**src/rtl/pc_fetch_sequencer.sv**
```systemverilog
// Instruction fetch sequencer: issues one request at a time, presents the fetched word
// to decode, and handles branch/jump redirects, including ones that arrive mid-request.
module pc_fetch_sequencer (
    input  logic        Clk,
    input  logic        Rst_n,
    input  logic        Stall,
    input  logic        BranchTaken,
    input  logic [31:0] BranchPC,
    input  logic [15:0] BranchImm,
    input  logic        JumpValid,
    input  logic [31:0] JumpTarget,
    output logic        IMemReq,
    output logic [31:0] IMemAddr,
    input  logic        IMemAck,
    input  logic [31:0] IMemData,
    output logic        InstrValid,
    output logic [31:0] Instr,
    output logic [31:0] InstrPC,
    output logic [31:0] PCPlus4
);

    typedef enum logic [1:0] {
        ST_FETCH = 2'd0,
        ST_VALID = 2'd1
    } state_e;

    state_e      state_q, state_d;
    logic [31:0] pc_q, pc_d;
    logic        pend_q, pend_d;
    logic [31:0] pend_tgt_q, pend_tgt_d;
    logic        req_q, req_d;
    logic        valid_q, valid_d;
    logic [31:0] instr_q, instr_d;
    logic [31:0] instr_pc_q, instr_pc_d;
    logic [31:0] pc_plus4_q, pc_plus4_d;

    logic        redirect;
    logic [31:0] branch_tgt;
    logic [31:0] jump_tgt;
    logic [31:0] redirect_tgt;

    always_comb begin
        branch_tgt   = BranchPC + 32'd4 + {{14{BranchImm[15]}}, BranchImm, 2'b00};
        jump_tgt     = {JumpTarget[31:2], 2'b00};
        redirect     = JumpValid | BranchTaken;
        redirect_tgt = JumpValid ? jump_tgt : branch_tgt;
    end

    always_comb begin
        state_d    = state_q;
        pc_d       = pc_q;
        pend_d     = pend_q;
        pend_tgt_d = pend_tgt_q;
        req_d      = req_q;
        valid_d    = valid_q;
        instr_d    = instr_q;
        instr_pc_d = instr_pc_q;
        pc_plus4_d = pc_plus4_q;

        case (state_q)
            ST_FETCH: begin
                if (!req_q) begin
                    // Only reachable right after reset: no request is out, so any ack is stale.
                    if (redirect) begin
                        pc_d = redirect_tgt;
                    end
                    req_d = 1'b1;
                end else if (IMemAck) begin
                    if (redirect || pend_q) begin
                        pc_d   = redirect ? redirect_tgt : pend_tgt_q;
                        pend_d = 1'b0;
                        req_d  = 1'b1;
                    end else begin
                        instr_d    = IMemData;
                        instr_pc_d = pc_q;
                        pc_plus4_d = pc_q + 32'd4;
                        pc_d       = pc_q + 32'd4;
                        valid_d    = 1'b1;
                        req_d      = 1'b0;
                        state_d    = ST_VALID;
                    end
                end else if (redirect) begin
                    // Address must stay put until the ack, so park the target.
                    pend_d     = 1'b1;
                    pend_tgt_d = redirect_tgt;
                end
            end
            ST_VALID: begin
                if (redirect) begin
                    pc_d    = redirect_tgt;
                    valid_d = 1'b0;
                    req_d   = 1'b1;
                    state_d = ST_FETCH;
                end else if (!Stall) begin
                    valid_d = 1'b0;
                    req_d   = 1'b1;
                    state_d = ST_FETCH;
                end
            end
            default: begin
                valid_d = 1'b0;
                req_d   = 1'b0;
                state_d = ST_FETCH;
            end
        endcase
    end

    always_ff @(posedge Clk or negedge Rst_n) begin
        if (!Rst_n) begin
            state_q    <= ST_FETCH;
            pc_q       <= 32'h0;
            pend_q     <= 1'b0;
            pend_tgt_q <= 32'h0;
            req_q      <= 1'b0;
            valid_q    <= 1'b0;
            instr_q    <= 32'h0;
            instr_pc_q <= 32'h0;
            pc_plus4_q <= 32'h0;
        end else begin
            state_q    <= state_d;
            pc_q       <= pc_d;
            pend_q     <= pend_d;
            pend_tgt_q <= pend_tgt_d;
            req_q      <= req_d;
            valid_q    <= valid_d;
            instr_q    <= instr_d;
            instr_pc_q <= instr_pc_d;
            pc_plus4_q <= pc_plus4_d;
        end
    end

    assign IMemReq    = req_q;
    assign IMemAddr   = pc_q;
    assign InstrValid = valid_q;
    assign Instr      = instr_q;
    assign InstrPC    = instr_pc_q;
    assign PCPlus4    = pc_plus4_q;

endmodule

```
**config.mk**
```make
export PLATFORM = sky130hd
export DESIGN_NAME = pc_fetch_sequencer
export DESIGN_NICKNAME = d
export VERILOG_FILES = /design/src/rtl/pc_fetch_sequencer.sv
export SDC_FILE = /design/constraint.sdc
export NUM_CORES = 1
export LEC_CHECK = 0
export ABC_AREA = 1
export ABC_CLOCK_PERIOD_IN_PS = 2300
export BUFFER_PORTS_ARGS = -buffer_cell sky130_fd_sc_hd__buf_2
export CORE_ASPECT_RATIO = 1.75
export CORE_MARGIN = 10
export CORE_UTILIZATION = 30
export CTS_CLUSTER_DIAMETER = 120
export CTS_CLUSTER_SIZE = 40
export DETAILED_ROUTE_END_ITERATION = 8
export SLEW_MARGIN = 20
export SYNTH_ARGS = -nofsm -noshare
export SYNTH_HDL_FRONTEND = slang
export SYNTH_SLANG_ARGS = --single-unit
```
**constraint.sdc**
```tcl
create_clock -name Clk -period 2.3 [get_ports Clk]
set_input_delay 0.23 -clock Clk [delete_from_list [all_inputs] [get_ports Clk]]
set_output_delay 0.23 -clock Clk [all_outputs]
set_load 0.05 [all_outputs]
```
* Word-level counts from Yosys, hierarchy flattened
Index checks and enable logic that the tools add are counted. Widths: inputs -> output; s select.
Word-level totals: bits of input ports 118, register bits after elaboration 165, word-level logic and storage cells 59, output and inout port bits 130
Operators by class: $add $sub $neg 3, reduce and logical (&&, ||, !) cells 9, bitwise logic cells 3, equal/unequal tests 7, multiplexer cells 28
Operator list (number):
- $mux 32 | 6
- $add 32x3->32 const B | 2
- $pmux 32 s2 | 1
- $add 32x32->32 | 1
- $mux 1 | 13
- $reduce_and 4->1 | 3
- $mux 2 | 5
- $ne 2x2->1 const B | 3
- $ne 3x3->1 const B | 2
- $pmux 1 s2 | 2
- $pmux 2 s2 | 1
- $reduce_bool 2->1 | 2
- $reduce_and 3->1 | 1
- $eq 2x1->1 const B | 1
- $logic_not 2->1 | 1
- $ne 2x1->1 const B | 1
- $not 1->1 | 2
- $reduce_and 2->1 | 1
- $logic_or 1x1->1 | 1
- $or 1x1->1 | 1

* Longest topological paths before layout
Gate-level depths: netlist of the first run.
depth after elaboration 8, mapped depth 17, depth with buffers taken out 17

* Worst setup path before layout of the first run
No wires, ideal clock.
path kind input -> register, start in BranchPC[3], end reg pc_q[17], in the netlist IMemAddr[17], stages on the path 13, arrival time 2.109 ns, library setup time 0.118 ns, slack 0.073 ns, path buffers 0, required time 2.182 ns, path through ha_1 -> ha_1 -> fa_1 -> nand3_1 -> nand3_1 -> nand2_1 -> nand2_1 -> nand3_1 -> nand2_1 -> o21ai_0 -> nand4_1 -> nand3b_1 -> nand2_1
On the way: cells in the longest elaborated chain, start to end 8, elaborated cells on any way between the ends 9, classes of those cells 2 x add/sub; 7 x mux
RTL lines:
- start: declaration | line 8 | input logic [31:0] BranchPC,
- $add 32x3->32 * | line 43 | branch_tgt = BranchPC + 32'd4 + {{14{BranchImm[15]}}, BranchImm, 2'b00};
- $add 32x32->32 * | line 43
- $mux 32 * | line 46 | redirect_tgt = JumpValid ? jump_tgt : branch_tgt;
- $mux 32 | line 64, 89
- $mux 32 | line 69 | if (redirect || pend_q) begin
- $mux 32 | line 68 | end else if (IMemAck) begin
- $mux 32 | line 62 | if (!req_q) begin
- $pmux 32 s2 * | line 60 | case (state_q)
- end signal: assignment | line 121 | pc_q <= pc_d;
- end: declaration | line 28 | logic [31:0] pc_q, pc_d;
Mark *: on every way between the ends. The rest lies on a longest branch, timed or not. The select of a mux whose other input is x is not followed. A chain may end at the register's enable or synchronous reset.

* Final worst setup path of the first run
start reg pc_q[2], in the netlist IMemAddr[2], end reg pc_q[26], in the netlist IMemAddr[26]
On the way: cells in the longest elaborated chain, start to end 5
RTL lines:
- $add 32x3->32 | line 77 | pc_d = pc_q + 32'd4;
- $mux 32 | line 69
- $mux 32 | line 68
- $mux 32 | line 62
- $pmux 32 s2 | line 60
Every way passes these cells. The select of a mux whose other input is x is not followed.

==> results of run 1 <==
what timing repair did:
item,CTS,global route
hold endpoints to repair,64,0
setup endpoints to repair,0,19
hold buffers,32,0
resized for setup,0,11
synth_stat cells, types with 11 or more instances:
library cell / instances
sky130_fd_sc_hd__nand2_1: 546
sky130_fd_sc_hd__dfrtp_1: 161
sky130_fd_sc_hd__inv_1: 160
sky130_fd_sc_hd__nand3_1: 95
sky130_fd_sc_hd__o21ai_0: 72
sky130_fd_sc_hd__nor2_1: 69
sky130_fd_sc_hd__a21oi_1: 66
sky130_fd_sc_hd__ha_1: 58
sky130_fd_sc_hd__o21ai_1: 42
sky130_fd_sc_hd__nand4_1: 34
sky130_fd_sc_hd__clkbuf_1: 25
sky130_fd_sc_hd__buf_2: 21
sky130_fd_sc_hd__xor2_1: 19
sky130_fd_sc_hd__nor3_1: 13
sky130_fd_sc_hd__o21a_1: 11
power groups by stage:
stage	logic, mW	clock network (mW)	registers [mW]
after global routing	6.91	3.17	4.22
after CTS	6.47	3.06	4.12
after global placement	6.38	0	4.12
final	6.42	2.99	4.13
after detailed placement	6.42	0	4.17
after floorplan	1.86	0	6.53
kinds of logic after synthesis:
logic type                 Yosys count
and+or+nand+nor                    791
AOI/OAI and AO/OA                  231
buffers and inverters              219
DFF                                161
adders and majority gates           59
xor gates and xnor gates            20
worst max-delay path, stage by stage, from the launching register on:
cell                      delay (ns)
sky130_fd_sc_hd__dfrtp_1        0.43
sky130_fd_sc_hd__ha_1           0.23
sky130_fd_sc_hd__nand3_2        0.11
sky130_fd_sc_hd__nor2_2         0.23
sky130_fd_sc_hd__nand4_1        0.27
sky130_fd_sc_hd__nor2_4         0.22
sky130_fd_sc_hd__nand3_1        0.11
sky130_fd_sc_hd__xor2_1         0.25
sky130_fd_sc_hd__nand2_1        0.09
sky130_fd_sc_hd__nand2_1        0.08
sky130_fd_sc_hd__nand3_1        0.07
sky130_fd_sc_hd__nand2_1        0.06
final cells by class:
cell class	instances	area [um^2]	area share, %
inverters	169	637	4.57
diodes	2	5.00	0.0359
well taps	460	576	4.13
repair buffers	389	2470	17.7
multi-input cells	1101	5600	40.2
clock buffers	21	460	3.31
clock inverters	11	150	1.08
flip-flops and latches	161	4030	28.9
through the flow:
| stage | power, mW | area [um^2] | hold slack (ns) | setup WS (ns) | utilization, % |
|---|---|---|---|---|---|
| final | 13.5 | 13900 | 0.0230 | 0.101 | 40.4 |
| after global routing | 14.3 | 13900 | 0.0342 | 0.0000873 | 40.4 |
| after CTS | 13.7 | 13900 | 0.0128 | 0.113 | 40.3 |
| after detailed placement | 10.6 | 13000 | 0.163 | -0.349 | 37.6 |
| after global placement | 10.5 | 13000 | 0.164 | -0.331 | 37.6 |
| after floorplan | 8.39 | 10400 | -0.0656 | 0.0733 | - |
layer usage:
layer,wire [um],part of all wire (%)
met2,21500,54
met1,14500,36
met4,2260,5.6
met5,13,0.032
met3,1880,4.7
worst max path at each step:
stage / from / cells past startpoint / end / slack (ns)
finish: IMemAddr[2] / 11 / IMemAddr[26] / 0.10
global route: BranchImm[15] / 15 / IMemAddr[25] / 0.00009
CTS: BranchPC[3] / 12 / IMemAddr[15] / 0.11
detailed placement: BranchPC[3] / 12 / IMemAddr[15] / -0.35
global placement: BranchPC[5] / 14 / IMemAddr[10] / -0.33
floorplan: BranchPC[3] / 13 / IMemAddr[17] / 0.07
flip-flops by register name, indices dropped and copies added (netlist names):
signal,cells
Instr,32
IMemAddr,32
PCPlus4,30
pend_q,1
state_q,1
IMemReq,1
pend_tgt_q,32
InstrPC,32
==> impl_summary.log, run 1 <==
INFO  metric worst-slew-pin-transition = 0.610 ns
INFO  metric critical_path.startpoint_type = register
INFO  metric synthToLayoutAreaGrowth = 33.3%
INFO  metric detailedRoute.firstIterationViolations = 636
INFO  metric clock.fmax = 455 MHz
INFO  metric ant_nets = 0
INFO  metric wire_length_of_the_first_global_routing_pass = 61300 um
INFO  metric synthFlopType = sky130_fd_sc_hd__dfrtp_1
INFO  metric yosys.area.top_type = sky130_fd_sc_hd__dfrtp_1
INFO  metric synth_compound_gate_area_share = 12.3%
INFO  metric dr.pass1.iters = 9
INFO  metric met3_usage = 3.01%
INFO  metric maxcap_violations = 0
INFO  metric slew-limit-headroom = 59.3%
INFO  metric worst-r2r-cell-count = 11
INFO  metric postRouteWirelength = 40100 um
INFO  metric grt.met1_usage = 18.4%
INFO  metric synth_async_sr_flop_share = 100%
INFO  metric synth_nets = 1658
INFO  metric cts_tree = done
INFO  metric synthSimpleGateAreaFrac = 32.0%
INFO  metric final.min_clock_period = 2.20 ns
INFO  metric min-delay-path-class = primary input to register
INFO  metric place_inst = 2248
INFO  metric worstPathMaxFanout = 4
INFO  metric starting_density_of_the_core = 30.3%
INFO  metric die_area = 0.0430 mm^2
INFO  metric hold_violation_count_in_the_final_report = 0
INFO  metric setup-tns-final = 0 ns
INFO  metric numClockSinks = 161
INFO  metric netlist_area = 0.0104 mm^2
INFO  metric fraction_of_the_mapped_netlist_area_in_adder_cells = 7.14%
INFO  metric vdd_ir_drop_max = 0.000501 V
INFO  metric synthXorXnorAreaFrac = 1.68%
INFO  metric status = complete, no violations
INFO  metric timing.setup.critical_path_class = register to register
INFO  metric unrepaired_setup_endpoints_after_global_routing = yes
INFO  metric place.gp.congestion = 0.892
INFO  metric ys.warnings.count = 0
INFO  metric power.switching = 6.47 mW
INFO  metric dr_vias = 11138
INFO  metric hpwl = 32600 um
INFO  metric number_of_enable_type_register_cells_in_the_synthesized_netlist = 0
INFO  metric drive_gt1_share = 22.8%
INFO  metric hold_path_startpoint = IMemData[19]
INFO  metric cts-htree-levels = 4
INFO  metric final_net_count = 2016
INFO  metric r2r_start = IMemAddr[2]
INFO  metric hold_depth = 3
INFO  metric total_power_per_unit_cell_area = 972 mW/mm^2
INFO  metric post_synth_num_cell_types = 45
INFO  metric synth.avg_cell_area = 7.05 um^2
INFO  metric power.leakage = 7.58 nW
INFO  metric num-fill-cells = 3615
INFO  metric met2_grt_util = 34.1%
INFO  metric end_kind = register
INFO  metric cp.required = 2.69 ns
INFO  metric post_synthesis_sequential_element_count = 161
INFO  metric ios = 248
INFO  metric timing_max_transition_violations_final = 0
INFO  metric placement.io_buffers = 245
INFO  metric layout.cells.most_common_list = sky130_fd_sc_hd__nand2_1, sky130_fd_sc_hd__buf_2, sky130_fd_sc_hd__dfrtp_1
INFO  metric wl_per_cell = 17.3 um
INFO  metric finalNonFillerCells = 2314
INFO  metric cts_buffer_depth = 2
INFO  metric cellInternalPower = 7.07 mW
INFO  metric synth_top_area_share = 38.6%
INFO  metric die-width = 161 um
INFO  metric cts_inserted_buffers = 17
INFO  metric synthMuxAreaShare = 0%
INFO  metric first_global_vias = 11086
INFO  metric floorplan.rows = 90
INFO  metric power_share_of_the_clock_group = 22.1%
INFO  metric pwr-share-comb = 47.4%
INFO  metric mostFrequentLayoutCell = sky130_fd_sc_hd__nand2_1
INFO  metric timing.final.setup_violations = 0
INFO  metric critPathArrivalTime = 2.59 ns
INFO  metric power.share.switching = 47.8%
INFO  metric min_delay_worst_endpoint = Instr[19]
INFO  metric antenna_violations_before_repair = 3
INFO  metric p_seq_share = 30.5%
INFO  metric root_buffer = sky130_fd_sc_hd__clkbuf_16
INFO  metric largest_family_of_logic_cells_by_synthesized_area = simple AND/OR/NAND/NOR gates
INFO  metric cts_setup_buffers = 0
INFO  metric top_usage_layer = met2
INFO  metric netlist_instances = 1481
INFO  metric grt-ovfl-total = 0
INFO  metric timing.reg2reg.setup_slack = 0.10 ns
INFO  metric clkLatencyLatePin = 0.45 ns
INFO  metric synth_sequential_area_ratio = 38.6%
INFO  metric detail_route.drc_violations = 0
INFO  metric die_height = 267 um
INFO  metric detail_route.vias_per_cell = 4.81
INFO  metric reg2reg_capture_point = IMemAddr[26]
INFO  metric netlist_top_cells_area = sky130_fd_sc_hd__dfrtp_1, sky130_fd_sc_hd__nand2_1, sky130_fd_sc_hd__ha_1
INFO  metric maximum_number_of_pins_on_one_net_before_global_route_repair = 57
INFO  metric finClkSkew = 0.0105 ns
INFO  metric cts.clk_slew.worst_paths = 0.07 ns
INFO  metric period_share = 95.6%
INFO  metric track_usage = 18.2%
INFO  metric fp.coreArea = 0.0345 mm^2
Note: power is estimated with default switching activity, not from simulation.
==> inputs of run 2 (changes only) <==
BUFFER_PORTS_ARGS = unset   (was -buffer_cell sky130_fd_sc_hd__buf_2)
CORE_MARGIN = 2   (was 10)
DONT_BUFFER_PORTS = 1   (was unset)
==> run 2 against run 1 <==
Compared with the run above:
- the flow now finishes with violations (hold timing)
- clock skew up 0.0080 ns
- clock power down 11%
- critical path depth down 1
- hold slack worse by 0.53 ns
- global-route usage up 2.0 points
- die area down 15%
- cell count down 11%
- non-clock buffer count down 247
- count of clock-buffer cells in the layout down 1
- setup slack better by 0.017 ns
- sequential power up 49%
==> impl_summary.log, run 2 (synthesis gave the netlist of run 1 again) <==
INFO  metric worst-slew-pin-transition = 0.646 ns (was 0.610 ns)
INFO  metric cp.buffers_inverters = 1 (was 0)
INFO  metric die-width = 145 um (was 161 um)
INFO  metric crit_family = simple AND/OR/NAND/NOR gates (unchanged)
INFO  metric critPathArrivalTime = 2.50 ns (was 2.59 ns)
INFO  metric violations = hold timing
INFO  metric placement.io_buffers = 0 (was 245)
INFO  metric wire_length_of_the_first_global_routing_pass = 57000 um (was 61300 um)
INFO  metric ant_nets = 0 (unchanged)
INFO  metric detail_route.vias_per_cell = 4.95 (was 4.81)
INFO  metric pwr-share-comb = 29.0% (was 47.4%)
INFO  metric maxcap_violations = 0 (unchanged)
INFO  metric wl_per_cell = 18.1 um (was 17.3 um)
INFO  metric numClockSinks = 161 (unchanged)
INFO  metric timing.setup.critical_path_class = register to register (unchanged)
INFO  metric cts_setup_buffers = 0 (unchanged)
INFO  metric multi_input_area = 0.00557 mm^2 (was 0.00560 mm^2)
INFO  metric slew-limit-headroom = 56.9% (was 59.3%)
INFO  metric worst-r2r-cell-count = 10 (was 11)
INFO  metric cts_buffer_depth = 2 (unchanged)
INFO  metric place_inst = 1999 (was 2248)
INFO  metric power_share_of_the_clock_group = 21.4% (was 22.1%)
INFO  metric ios = 248 (unchanged)
INFO  metric antenna_violations_before_repair = 3 (unchanged)
INFO  metric status = complete, but fails checks (was complete, no violations)
INFO  metric end_kind = register (unchanged)
INFO  metric detailedRoute.firstIterationViolations = 620 (was 636)
INFO  metric fp.coreArea = 0.0345 mm^2 (unchanged)
INFO  metric cts_inserted_buffers = 17 (unchanged)
INFO  metric vdd_ir_drop_max = 0.000586 V (was 0.000501 V)
INFO  metric layout.cells.most_common_list = sky130_fd_sc_hd__nand2_1, sky130_fd_sc_hd__dfrtp_1, sky130_fd_sc_hd__inv_1 (was sky130_fd_sc_hd__nand2_1, sky130_fd_sc_hd__buf_2, sky130_fd_sc_hd__dfrtp_1)
INFO  metric timing.final.setup_violations = 0 (unchanged)
INFO  metric detail_route.drc_violations = 0 (unchanged)
INFO  metric design_area = 0.0125 mm^2 (was 0.0139 mm^2)
INFO  metric p_seq_share = 49.6% (was 30.5%)
INFO  metric finClkSkew = 0.0186 ns (was 0.0105 ns)
INFO  metric timing_max_transition_violations_final = 0 (unchanged)
INFO  metric place.gp.congestion = 0.896 (was 0.892)
INFO  metric drive_gt1_share = 10.2% (was 22.8%)
INFO  metric final.min_clock_period = 2.18 ns (was 2.20 ns)
INFO  metric floorplan.rows = 90 (unchanged)
INFO  metric hold_buffers = 34 (was 32)
INFO  metric cp_cell_sequence = nand2_1 > nor3_1 > nand3_1 > nor2_1 > nand4_1 > xor2_1 > inv_1 > nand2_1 > nand4_1 > nand2_1 (was ha_1 > nand3_2 > nor2_2 > nand4_1 > nor2_4 > nand3_1 > xor2_1 > nand2_1 > nand2_1 > nand3_1 > nand2_1)
INFO  metric die_area = 0.0364 mm^2 (was 0.0430 mm^2)
INFO  metric clock.fmax = 458 MHz (was 455 MHz)
INFO  metric synthToLayoutAreaGrowth = 19.8% (was 33.3%)
INFO  metric min-delay-path-class = primary input to async pin (was primary input to register)
INFO  metric dominant_cell_type_by_count_on_the_critical_path = sky130_fd_sc_hd__nand2_1 (unchanged)
INFO  metric track_usage = 20.2% (was 18.2%)
INFO  metric cts_tree = done (unchanged)
INFO  metric root_buffer = sky130_fd_sc_hd__clkbuf_16 (unchanged)
INFO  metric final_net_count = 1769 (was 2016)
INFO  metric postRouteWirelength = 37400 um (was 40100 um)
INFO  metric mostFrequentLayoutCell = sky130_fd_sc_hd__nand2_1 (unchanged)
INFO  metric finalNonFillerCells = 2063 (was 2314)
INFO  metric num-fill-cells = 3696 (was 3615)
INFO  metric hpwl = 29400 um (was 32600 um)
INFO  metric worstPathMaxFanout = 6 (was 4)
INFO  metric grt-ovfl-total = 0 (unchanged)
INFO  metric power.leakage = 6.47 nW (was 7.58 nW)
INFO  metric dr.pass1.iters = 5 (was 9)
INFO  metric crit_cells = 10 (was 11)
INFO  metric cp.required = 2.62 ns (was 2.69 ns)
INFO  metric regArea = 0.00403 mm^2 (unchanged)
INFO  metric critPathSlowestCell = sky130_fd_sc_hd__dfrtp_1 (unchanged)
INFO  metric starting_density_of_the_core = 30.3% (unchanged)
INFO  metric cellInternalPower = 6.28 mW (was 7.07 mW)
INFO  metric die_height = 251 um (was 267 um)
INFO  metric hold_violation_count_in_the_final_report = 161 (was 0)
INFO  metric clkLatencyLatePin = 0.44 ns (was 0.45 ns)
INFO  metric first_global_vias = 10016 (was 11086)
INFO  metric total_power_per_unit_cell_area = 991 mW/mm^2 (was 972 mW/mm^2)
INFO  metric power.share.switching = 49.3% (was 47.8%)
INFO  metric hold_slack = -0.509 ns (was 0.0230 ns)
INFO  metric unrepaired_setup_endpoints_after_global_routing = no (was yes)
INFO  metric dr_vias = 10221 (was 11138)
INFO  metric finalPower = 12.4 mW (was 13.5 mW)
INFO  metric period_share = 94.9% (was 95.6%)
INFO  metric power.switching = 6.12 mW (was 6.47 mW)
INFO  metric critical_path.startpoint_type = register (unchanged)
INFO  metric cts.clk_slew.worst_paths = 0.06 ns (was 0.07 ns)
INFO  metric cts-htree-levels = 4 (unchanged)
INFO  metric max_stage_delay = 0.46 ns (was 0.43 ns)
INFO  metric maximum_number_of_pins_on_one_net_before_global_route_repair = 162 (was 57)
INFO  metric placed_cell_area = 0.0116 mm^2 (was 0.0130 mm^2)
-- run 2: cell types whose count changed in the layout (fill, tap and decap cells not counted), moves of 2 or more --
cell and delta:
sky130_fd_sc_hd__buf_12 -4, sky130_fd_sc_hd__o21ai_0 +2, sky130_fd_sc_hd__nor2_4 -2, sky130_fd_sc_hd__nand3_2 -3
sky130_fd_sc_hd__nand3_1 +3, sky130_fd_sc_hd__o21ai_1 -2, sky130_fd_sc_hd__dlygate4sd3_1 +2, sky130_fd_sc_hd__buf_2 -244
sky130_fd_sc_hd__bufinv_16 -2, sky130_fd_sc_hd__inv_6 -2
-- run 2: what timing repair did --
action,CTS,global route
endpoints found under the hold margin,196,161
setup endpoints to repair,0,1
resized for setup,0,1
-- run 2: final cells by class --
type                            count  area share (%)
Multi-Input combinational cell   1101            44.5
Sequential cell                   161            32.2
Timing Repair Buffer              142            9.39
Clock buffer                       20            3.57
Antenna cell                        1          0.0200
Tap cell                          460            4.60
Clock inverter                      9           0.690
Inverter                          169            5.09
-- run 2: layer usage --
layer | global-route usage (%) | vias to the layer above | part of all wire [%]
met5 | 0 | - | 0.083
met4 | 11.1 | 4 | 5.3
met3 | 4.28 | 88 | 6.1
met2 | 37.8 | 356 | 52
met1 | 21.0 | 4732 | 36
li1 | - | 5041 | -
-- run 2: power groups by stage --
stage               registers [mW]  logic, mW  clock network (mW)
floorplan                     6.53       1.86                   0
finish                        6.15       3.60                2.65
CTS                           6.16       3.61                2.74
detailed placement            6.22       3.55                   0
global route                  6.24       3.98                2.84
global placement              6.19       3.50                   0
-- run 2: worst register-to-register path: cells and delay by family (launching register included) --
family	cells	cell delay, ns
XOR/XNOR	1	0.21
buffers and inverters	1	0.07
flip-flops	1	0.46
AND/OR/NAND/NOR	8	1.33
-- run 2: final timing paths --
kind	from	slack, ns	end
worst max-delay path	IMemAddr[8]	0.12	IMemAddr[29]
worst min-delay path	Rst_n	-0.51	pend_tgt_q[4]
worst max register to register	IMemAddr[8]	0.12	IMemAddr[29]
worst min register to register	InstrPC[1]	0.48	InstrPC[1]
max in group asynchronous	Rst_n	2.42	PCPlus4[24]
min in group Clk	BranchPC[1]	0.03	pend_tgt_q[1]
-- run 2: metrics by stage --
step	TNS (ns)	worst slack, ns	util [%]
2_1_floorplan	0	0.0733	-
3_3_place_gp	-3.70	-0.211	33.8
3_5_place_dp	-4.73	-0.223	33.8
4_1_cts	0	0.169	36.3
5_1_grt	0	0.000668	36.3
6_report	0	0.118	36.3
==> inputs of run 3 (changes only) <==
CORE_UTILIZATION = 60   (was 30)
GPL_ROUTABILITY_DRIVEN = 0   (was unset)
PLACE_DENSITY = 0.76   (was unset)
==> run 3 against run 2 <==
Compared with the run above:
- the run still ends with hold timing left
- setup slack got worse by 0.0099 ns
- clock power rose by 17%
- register-to-register slack barely moved
- highest routed layer is now met4
- via count rose by 0.42%
- largest power group unchanged
- sequential power barely moved
- critical endpoint is now IMemAddr[22]
- die area fell by 49%
- critical path depth fell by 1
- routed wire length fell by 16%
- sequential share of layout area rose by 1.1 points
- core utilization rose by 35 points
- critical path type unchanged
==> impl_summary.log, run 3 (synthesis gave the netlist of run 1 again) <==
INFO  metric status = complete, but fails checks (unchanged)
INFO  metric violations = hold timing (unchanged)
INFO  metric numClockSinks = 161 (unchanged)
INFO  metric final_net_count = 1736 (was 1769)
INFO  metric finClkSkew = 0.00879 ns (was 0.0186 ns)
INFO  metric regArea = 0.00403 mm^2 (unchanged)
INFO  metric hold_violation_count_in_the_final_report = 161 (unchanged)
INFO  metric vdd_ir_drop_max = 0.000710 V (was 0.000586 V)
INFO  metric antenna-diode-count = 0 (was 1)
INFO  metric critPathSlowestCell = sky130_fd_sc_hd__dfrtp_1 (unchanged)
INFO  metric hold_buffers = 33 (was 34)
INFO  metric dr.pass1.iters = 7 (was 5)
INFO  metric num-fill-cells = 1432 (was 3696)
INFO  metric mostFrequentLayoutCell = sky130_fd_sc_hd__nand2_1 (unchanged)
INFO  metric hold_slack = -0.505 ns (was -0.509 ns)
INFO  metric starting_density_of_the_core = 61.4% (was 30.3%)
INFO  metric cts_tree = done (unchanged)
INFO  metric timing_max_transition_violations_final = 0 (unchanged)
INFO  metric min-delay-path-class = primary input to async pin (unchanged)
INFO  metric crit_family = simple AND/OR/NAND/NOR gates (unchanged)
INFO  metric drive_gt1_share = 8.53% (was 10.2%)
INFO  metric wire_length_of_the_first_global_routing_pass = 49300 um (was 57000 um)
INFO  metric cts_buffer_depth = 2 (unchanged)
INFO  metric cp.buffers_inverters = 1 (unchanged)
INFO  metric detail_route.vias_per_cell = 5.71 (was 4.95)
INFO  metric total_power_per_unit_cell_area = 1050 mW/mm^2 (was 991 mW/mm^2)
INFO  metric multi_input_area = 0.00556 mm^2 (was 0.00557 mm^2)
INFO  metric crit_cells = 9 (was 10)
INFO  metric track_usage = 33.7% (was 20.2%)
INFO  metric die_area = 0.0185 mm^2 (was 0.0364 mm^2)
INFO  metric critPathArrivalTime = 2.55 ns (was 2.50 ns)
INFO  metric die-width = 104 um (was 145 um)
INFO  metric placement.io_buffers = 0 (unchanged)
INFO  metric maximum_number_of_pins_on_one_net_before_global_route_repair = 162 (unchanged)
INFO  metric layout.cells.most_common_list = sky130_fd_sc_hd__nand2_1, sky130_fd_sc_hd__dfrtp_1, sky130_fd_sc_hd__inv_1 (unchanged)
INFO  metric worstPathMaxFanout = 5 (was 6)
INFO  metric floorplan.rows = 63 (was 90)
INFO  metric dr_vias = 10264 (was 10221)
INFO  metric clock.fmax = 456 MHz (was 458 MHz)
INFO  metric antenna_violations_before_repair = 0 (was 3)
INFO  metric cts_setup_buffers = 0 (unchanged)
INFO  metric end_kind = register (unchanged)
INFO  metric cp_cell_sequence = inv_1 > nor3_1 > nand4_1 > nor2_2 > xor2_1 > o21ai_0 > a21oi_1 > nand2_1 > nand2_1 (was nand2_1 > nor3_1 > nand3_1 > nor2_1 > nand4_1 > xor2_1 > inv_1 > nand2_1 > nand4_1 > nand2_1)
INFO  metric setup-tns-final = 0 ns (unchanged)
INFO  metric timing.final.setup_violations = 0 (unchanged)
INFO  metric ant_nets = 0 (unchanged)
INFO  metric clkLatencyLatePin = 0.43 ns (was 0.44 ns)
INFO  metric dominant_cell_type_by_count_on_the_critical_path = sky130_fd_sc_hd__nand2_1 (unchanged)
INFO  metric cts-htree-levels = 4 (unchanged)
INFO  metric worst-slew-pin-transition = 0.590 ns (was 0.646 ns)
INFO  metric period_share = 95.3% (was 94.9%)
INFO  metric grt-ovfl-total = 0 (unchanged)
INFO  metric postRouteWirelength = 31300 um (was 37400 um)
INFO  metric power.leakage = 6.35 nW (was 6.47 nW)
INFO  metric cts.clk_slew.worst_paths = 0.07 ns (was 0.06 ns)
INFO  metric worst_slack = 0.108 ns (was 0.118 ns)
INFO  metric unrepaired_setup_endpoints_after_global_routing = no (unchanged)
INFO  metric detail_route.drc_violations = 0 (unchanged)
INFO  metric place_ws = -0.193 ns (was -0.223 ns)
INFO  metric cp.required = 2.66 ns (was 2.62 ns)
INFO  metric slew-limit-headroom = 60.7% (was 56.9%)
INFO  metric ios = 248 (unchanged)
INFO  metric fp.coreArea = 0.0170 mm^2 (was 0.0345 mm^2)
INFO  metric final.min_clock_period = 2.19 ns (was 2.18 ns)
INFO  metric worst-r2r-cell-count = 9 (was 10)
INFO  metric maxcap_violations = 0 (unchanged)
INFO  metric timing.setup.critical_path_class = register to register (unchanged)
INFO  metric die_height = 179 um (was 251 um)
INFO  metric wl_per_cell = 17.4 um (was 18.1 um)
INFO  metric critical_path.startpoint_type = register (unchanged)
INFO  metric hpwl = 23500 um (was 29400 um)
INFO  metric cts_inserted_buffers = 17 (unchanged)
INFO  metric synthToLayoutAreaGrowth = 15.7% (was 19.8%)
INFO  metric max_stage_delay = 0.45 ns (was 0.46 ns)
INFO  metric detailedRoute.firstIterationViolations = 950 (was 620)
INFO  metric first_global_vias = 9842 (was 10016)
INFO  metric root_buffer = sky130_fd_sc_hd__clkbuf_16 (unchanged)
[run 3: cell count changes in the layout (fill, tap and decap cells not counted), sizes merged]
cell         before  now
buf             108   76
bufinv            1    5
clkinv            6    4
clkbuf           20   19
clkinvlp          2    3
diode             1    0
dlygate4sd3      34   33
[run 3: layout make-up]
class,count,area share (%)
Clock inverter,12,1.72
Clock buffer,19,3.66
Tap cell,227,2.35
Timing Repair Buffer,109,7.66
Inverter,169,5.27
Sequential cell,161,33.3
Multi-Input combinational cell,1101,46.0
[run 3: timing repair]
action / CTS / global route
setup endpoints to repair: 0 / 1
endpoints found under the hold margin: 195 / 161
resized for setup: 0 / 1
[run 3: where the power goes]
part / switching [mW] / internal, mW
registers: 2.56 / 3.57
clock network: 1.15 / 1.96
logic: 2.30 / 1.12
total: 6.01 / 6.65
[run 3: stage by stage]
stage | hold slack, ns | power, mW | instances | area (um^2) | util, %
after global placement | -0.0626 | 9.37 | 1734 | 11100 | 65.2
after global routing | -0.520 | 13.2 | 1798 | 12100 | 71.0
after floorplan | -0.0656 | 8.39 | 1481 | 10400 | -
final | -0.505 | 12.7 | 1798 | 12100 | 71.0
after CTS | -0.510 | 12.6 | 1798 | 12100 | 71.0
after detailed placement | -0.0620 | 9.47 | 1734 | 11100 | 65.2
[run 3: worst register-to-register path, stage by stage, from the launching register on]
cell and delay [ns]:
sky130_fd_sc_hd__dfrtp_1 0.45, sky130_fd_sc_hd__inv_1 0.16, sky130_fd_sc_hd__nor3_1 0.35, sky130_fd_sc_hd__nand4_1 0.26
sky130_fd_sc_hd__nor2_2 0.24, sky130_fd_sc_hd__xor2_1 0.28, sky130_fd_sc_hd__o21ai_0 0.13, sky130_fd_sc_hd__a21oi_1 0.15
sky130_fd_sc_hd__nand2_1 0.06, sky130_fd_sc_hd__nand2_1 0.05
[run 3: worst paths after layout]
| path | startpoint | to | slack (ns) |
|---|---|---|---|
| worst max-delay path | IMemAddr[15] | IMemAddr[22] | 0.11 |
| worst min-delay path | Rst_n | Instr[26] | -0.51 |
| worst max register to register | IMemAddr[15] | IMemAddr[22] | 0.11 |
| worst min register to register | pend_tgt_q[27] | pend_tgt_q[27] | 0.49 |
| max in group asynchronous | Rst_n | IMemAddr[26] | 2.55 |
| min in group Clk | BranchPC[1] | pend_tgt_q[1] | 0.03 |
[run 3: metal layers]
| metal | wire, um | share of wire [%] | global-route usage (%) |
|---|---|---|---|
| met3 | 2250 | 7.2 | 6.98 |
| met2 | 15600 | 50 | 61.0 |
| met1 | 11500 | 37 | 36.0 |
| met5 | 0 | 0 | 0 |
| met4 | 1930 | 6.2 | 20.9 |
